`config.mk`:
```
export PLATFORM = sky130hd
export DESIGN_NAME = reg_file
export DESIGN_NICKNAME = d
export VERILOG_FILES = /design/src/rtl/riscv_pkg.sv /design/src/rtl/rf_read_port.sv /design/src/rtl/reg_file.sv
export SDC_FILE = /design/constraint.sdc
export NUM_CORES = 2
export LEC_CHECK = 0
export ABC_CLOCK_PERIOD_IN_PS = 1700
export BUFFER_PORTS_ARGS = -buffer_cell sky130_fd_sc_hd__buf_4
export CAP_MARGIN = 20
export CORE_MARGIN = 8
export CORE_UTILIZATION = 45
export CTS_BUF_LIST = sky130_fd_sc_hd__clkbuf_4 sky130_fd_sc_hd__clkbuf_8
export CTS_CLUSTER_SIZE = 8
export DETAILED_ROUTE_END_ITERATION = 12
export SLEW_MARGIN = 5
export SYNTH_ARGS = -nofsm -noshare
export SYNTH_HDL_FRONTEND = slang
export SYNTH_SLANG_ARGS = --single-unit
```
`constraint.sdc`:
```
create_clock -name clk -period 1.7 [get_ports clk]
set_input_delay 0.085 -clock clk [delete_from_list [all_inputs] [get_ports clk]]
set_output_delay 0.085 -clock clk [all_outputs]
set_load 0.02 [all_outputs]
```
`src/rtl/riscv_pkg.sv`:
```
// Shared RV32I datapath definitions: operand width, register index width,
// the index and data word types, and the hardwired-zero register index.
package riscv_pkg;

  localparam int XLEN       = 32;
  localparam int REG_ADDR_W = 5;

  typedef logic [REG_ADDR_W-1:0] reg_idx_t;
  typedef logic [XLEN-1:0]       word_t;

  localparam reg_idx_t ZERO_REG = 5'd0;

endpackage : riscv_pkg

```
`src/rtl/rf_read_port.sv`:
```
// One combinational register-file read port: x0 reads as zero, otherwise the
// stored entry is returned. When REGFILE_BYPASS_EN is defined, a write
// presented in the same cycle to the same index is forwarded (write-first),
// except while reset is asserted.
module rf_read_port
  import riscv_pkg::*;
#(
  parameter int DATA_W = XLEN,
  parameter int ADDR_W = REG_ADDR_W
) (
  input  logic              rst,
  input  logic              we,
  input  logic [ADDR_W-1:0] wr_addr,
  input  logic [DATA_W-1:0] wr_data,
  input  logic [ADDR_W-1:0] rd_addr,
  input  logic [DATA_W-1:0] stored_data,
  output logic [DATA_W-1:0] rd_data
);

`ifdef REGFILE_BYPASS_EN
  // Zero-check first, then forward a same-cycle write, else stored contents.
  always_comb begin
    rd_data = stored_data;
    if (rd_addr == ZERO_REG) begin
      rd_data = '0;
    end else if (we && !rst && (wr_addr == rd_addr)) begin
      rd_data = wr_data;
    end
  end
`else
  // Without forwarding the write-side inputs have no effect on the read.
  logic unused_write_side;
  assign unused_write_side = &{1'b0, rst, we, wr_addr, wr_data};

  // Zero-check, else stored contents (old value during a same-cycle write).
  always_comb begin
    rd_data = stored_data;
    if (rd_addr == ZERO_REG) begin
      rd_data = '0;
    end
  end
`endif

endmodule : rf_read_port

```
`src/rtl/reg_file.sv`:
```
// 32 x 32-bit RV32I integer register file: two combinational read ports and
// one synchronous write port; x0 is hardwired to zero. Read port 2 feeds the
// register-operand input of the ALU-source mux.
// Optional macro REGFILE_BYPASS_EN enables write-first forwarding on reads.
module reg_file
  import riscv_pkg::*;
#(
  parameter int DATA_W = XLEN,
  parameter int ADDR_W = REG_ADDR_W
) (
  input  logic              clk,
  input  logic              rst,
  input  logic              we,
  input  logic [ADDR_W-1:0] wr_addr,
  input  logic [DATA_W-1:0] wr_data,
  input  logic [ADDR_W-1:0] rd_addr1,
  input  logic [ADDR_W-1:0] rd_addr2,
  output logic [DATA_W-1:0] rd_data1,
  output logic [DATA_W-1:0] rd_data2
);

  localparam int DEPTH = 2 ** ADDR_W;

  // Flop-based storage: the whole array must clear in one reset cycle and
  // both reads are asynchronous, so this cannot map onto block RAM.
  logic [DATA_W-1:0] entry_reg [DEPTH];

  // Reset clears every entry and wins over a write; x0 is never written.
  always_ff @(posedge clk) begin
    if (rst) begin
      for (int i = 0; i < DEPTH; i++) begin
        entry_reg[i] <= '0;
      end
    end else if (we && (wr_addr != ZERO_REG)) begin
      entry_reg[wr_addr] <= wr_data;
    end
  end

  // Both read ports share one helper; gather them into arrays for the loop.
  logic [ADDR_W-1:0] rd_addr_arr [2];
  logic [DATA_W-1:0] rd_data_arr [2];

  assign rd_addr_arr[0] = rd_addr1;
  assign rd_addr_arr[1] = rd_addr2;
  assign rd_data1       = rd_data_arr[0];
  assign rd_data2       = rd_data_arr[1];

  genvar gi;
  generate
    for (gi = 0; gi < 2; gi++) begin : g_read_port
      rf_read_port #(
        .DATA_W (DATA_W),
        .ADDR_W (ADDR_W)
      ) u_read_port (
        .rst         (rst),
        .we          (we),
        .wr_addr     (wr_addr),
        .wr_data     (wr_data),
        .rd_addr     (rd_addr_arr[gi]),
        .stored_data (entry_reg[rd_addr_arr[gi]]),
        .rd_data     (rd_data_arr[gi])
      );
    end
  endgenerate

endmodule : reg_file

```
==> impl_results.md <==
- Int Pwr: 45.00 mW
- HPWL Detailed: 131000 um
- Max reg flops: 1024
- Die Y: 363.9 um
- Critical path fanouts, max: 2
- Num ports: between 100 and 150
- Largest area contributor in the netlist: edfxtp_1
- Top sig layer: met5
- Die width: ~360 um
- Syn avg cell area: 15.22 um2
- Sw frac: 26.86%
- Max VDD drop: 0.8109 mV
- Max_slew headroom: 30.65%
- Met3 WL: 19370 um
- Crit path DAT: 2.69 ns
- Total core area: between 100000 and 150000 um2
- Worst Path Required: 1.62 ns
- Area share of the largest cell type after synthesis: 56.45%
- Post-route ant nets: 0
- Layout Nets: approximately 4.1k
- Synth Register Bits: 1024
- Distinct cells, synth: 38
- Worst-margin pin slew: 1.038 ns
- Hold Vio Cnt, Final: 0
- Vias in the first global route: between 30k and 40k
- Max-cap check violation count: 0
- H-tree levels: 4
- Critical-path top delay cell: mux4_2
- Met2 wire length: 90530 um
- WL final: between 150000 and 200000 um
- Root Buffer: clkbuf_8
- Main synth FF type: edfxtp_1
- Cell Area, Synth: 54480 um2
- Initial antenna violation count: 8
- Combinational Power Share: 16.4%
- Worst min path class: in -> reg
- Via density: 6.237
- CTS Buf Count: 177
- Crit Path Class: reg -> out
- Switching pwr: 16.52 mW
- Initial Utilization: 45.41%
- Fin Setup TNS: -60.81 ns
- First-pass GRT wire length: 275300 um
- Final Util: 56.16%
- Top cell by count, worst path: buf_6
- Post-synth EDFFs: a little over 1k
- Largest net degree at the start of global routing: 33
- RePlAce Congestion: about 0.94
- Final worst setup slack: -1.072 ns
- Clock slew at reported path FFs: 0.06 ns
- Via count: 36.36k
- Total track usage: between 20% and 30%
- Endpoint class of the critical path: output port
- Post-synthesis async set-or-reset flop share: 0%
- Sequential-to-total area share from yosys stat: 56.45%
- Fmax: approximately 360 MHz
- Wirelength per Cell: about 33 um
- Violated checks: setup timing
- I/O Buffers: 113
- RSZ-0062 raised after global routing: true
- Synth top area cells: edfxtp_1, mux4_2, and2_1
- Yosys warnings: 0
- Sinks on Clock Net: 1024
- Status: finished with violations
- DRC: 0
- Total gr overflow: 0
- Post-Route M1 WL: 73200 um
- CTS max path bufs: 3
- Fin crit period: 2.772 ns
- Sequential power share: 48.7%
- DR pass1 iterations: 5
- Final setup viols: 64
- Initial DRC count: around 4.3k
- Proportion of layout cells with a drive suffix above 1: 39.37%
- Slowest cell delay on critical path: 0.48 ns
- Startpoint types: flop
- Leakage: 24.02 nW
- PwrDens: approximately 910 nW/um2
- Clock share of power: between 30% and 40%
- Die area: about 130000 um2
- Final slew viol count: 0
- Synthesized instance count: ~3.6k
- Area Growth Syn to Fin: 23.67%
- Cell row count: 127
- Critical path cell sequence: mux4_2, mux2i_1, buf_4, a221o_1, a31oi_2, buf_6, buf_6
- CTS tree: built
- Crit share post-route: 163.1%
[power groups by stage]
stage               clock (mW)  sequential [mW]  combinational, mW
floorplan                    0             30.1               4.95
global placement             0             30.3               9.13
detailed placement           0             30.5               9.22
CTS                       21.7             30.0               9.76
global route              22.7             30.1               10.4
finish                    21.5             30.0               10.1
[cells by family (layout without fill, tap and decap cells)]
family / Yosys count / in the layout / synth area share [%]
AOI/OAI and AO/OA: 339 / 339 / 4.584
other: 1 / 39 / 0.006884
buffers and inverters: 400 / 1000 / 3.381
and+or+nand+nor: 1144 / 1144 / 12.87
muxes: 672 / 672 / 22.71
DFF: 1024 / 1024 / 56.45
[layer usage]
layer	GRT usage (%)	vias to the layer above
met3	6.161	478
li1	-	14890
met1	37.80	18760
met2	46.36	2235
met4	13.72	4
met5	0	-
[path summary, 6_finish.rpt]
check	startpoint	end	slack, ns	cells past startpoint
setup / recovery	entry_reg[14][12]	rd_data2[12]	-1.07	7
hold / removal	wr_addr[4]	entry_reg[12][12]	0.20	6
[metrics by stage]
stage | setup slack, ns | std cells | total power, mW | hold WS, ns | area, um2
4_1_cts | -1.149 | 5823 | 61.44 | 0.09809 | 66880
6_report | -1.072 | 5830 | 61.53 | 0.1989 | 67370
5_1_grt | -1.166 | 5826 | 63.19 | 0.1458 | 67360
3_5_place_dp | -0.6413 | 5501 | 39.68 | 0.6307 | 62480
3_3_place_gp | -0.6635 | 5501 | 39.45 | 0.6111 | 62480
2_1_floorplan | -0.02153 | 3611 | 35.03 | 0.2832 | 55010
[repair_timing]
action                                 in CTS  in global routing
endpoints found under the hold margin    1005                  0
hold buffers                               33                  0
resized for setup                         224                 83
pin swaps                                  71                 50
setup endpoints to repair                  64                 64
buffers inserted                            2                  1
[synth_stat cells (35+ instances only)]
| cell type | count |
|---|---|
| buf_2 | 63 |
| and2_1 | 994 |
| a22oi_1 | 64 |
| nor2b_1 | 37 |
| mux4_2 | 448 |
| mux2i_1 | 192 |
| o21ai_0 | 56 |
| edfxtp_1 | 1024 |
| a221oi_1 | 51 |
| nor2_1 | 40 |
| clkbuf_1 | 283 |
| buf_4 | 35 |
[critical path, delay by kind of cell, from the launching register on]
family,cells,cell delay (ns)
AO/OA/AOI/OAI,2,0.35
multiplexers,2,0.63
flip-flops,1,0.39
buffers and inverters,3,0.44
[layout by cell type, fill, tap and decap left out, types with 30 or more instances in the layout]
cell type	instances
a221oi_1	47
a22oi_1	53
and2_1	994
buf_12	153
buf_4	454
buf_6	45
clkbuf_4	47
clkbuf_8	182
clkinv_1	47
conb_1	32
dlygate4sd3_1	33
edfxtp_1	1024
mux2i_1	171
mux4_2	448
nor2_4	30
o21ai_1	30
[layout make-up]
class                      count  area (um2)
timing repair buffer         689        7368
sequential                  1024       30750
inverter                       2       11.26
clock buffer                 229        2858
tap                         1612        2017
antenna                        7       17.52
clock inverter                80       405.4
multi-input combinational   2187       23950
fill                        9428       52600
No activity file was read; power rests on OpenSTA's default activity.
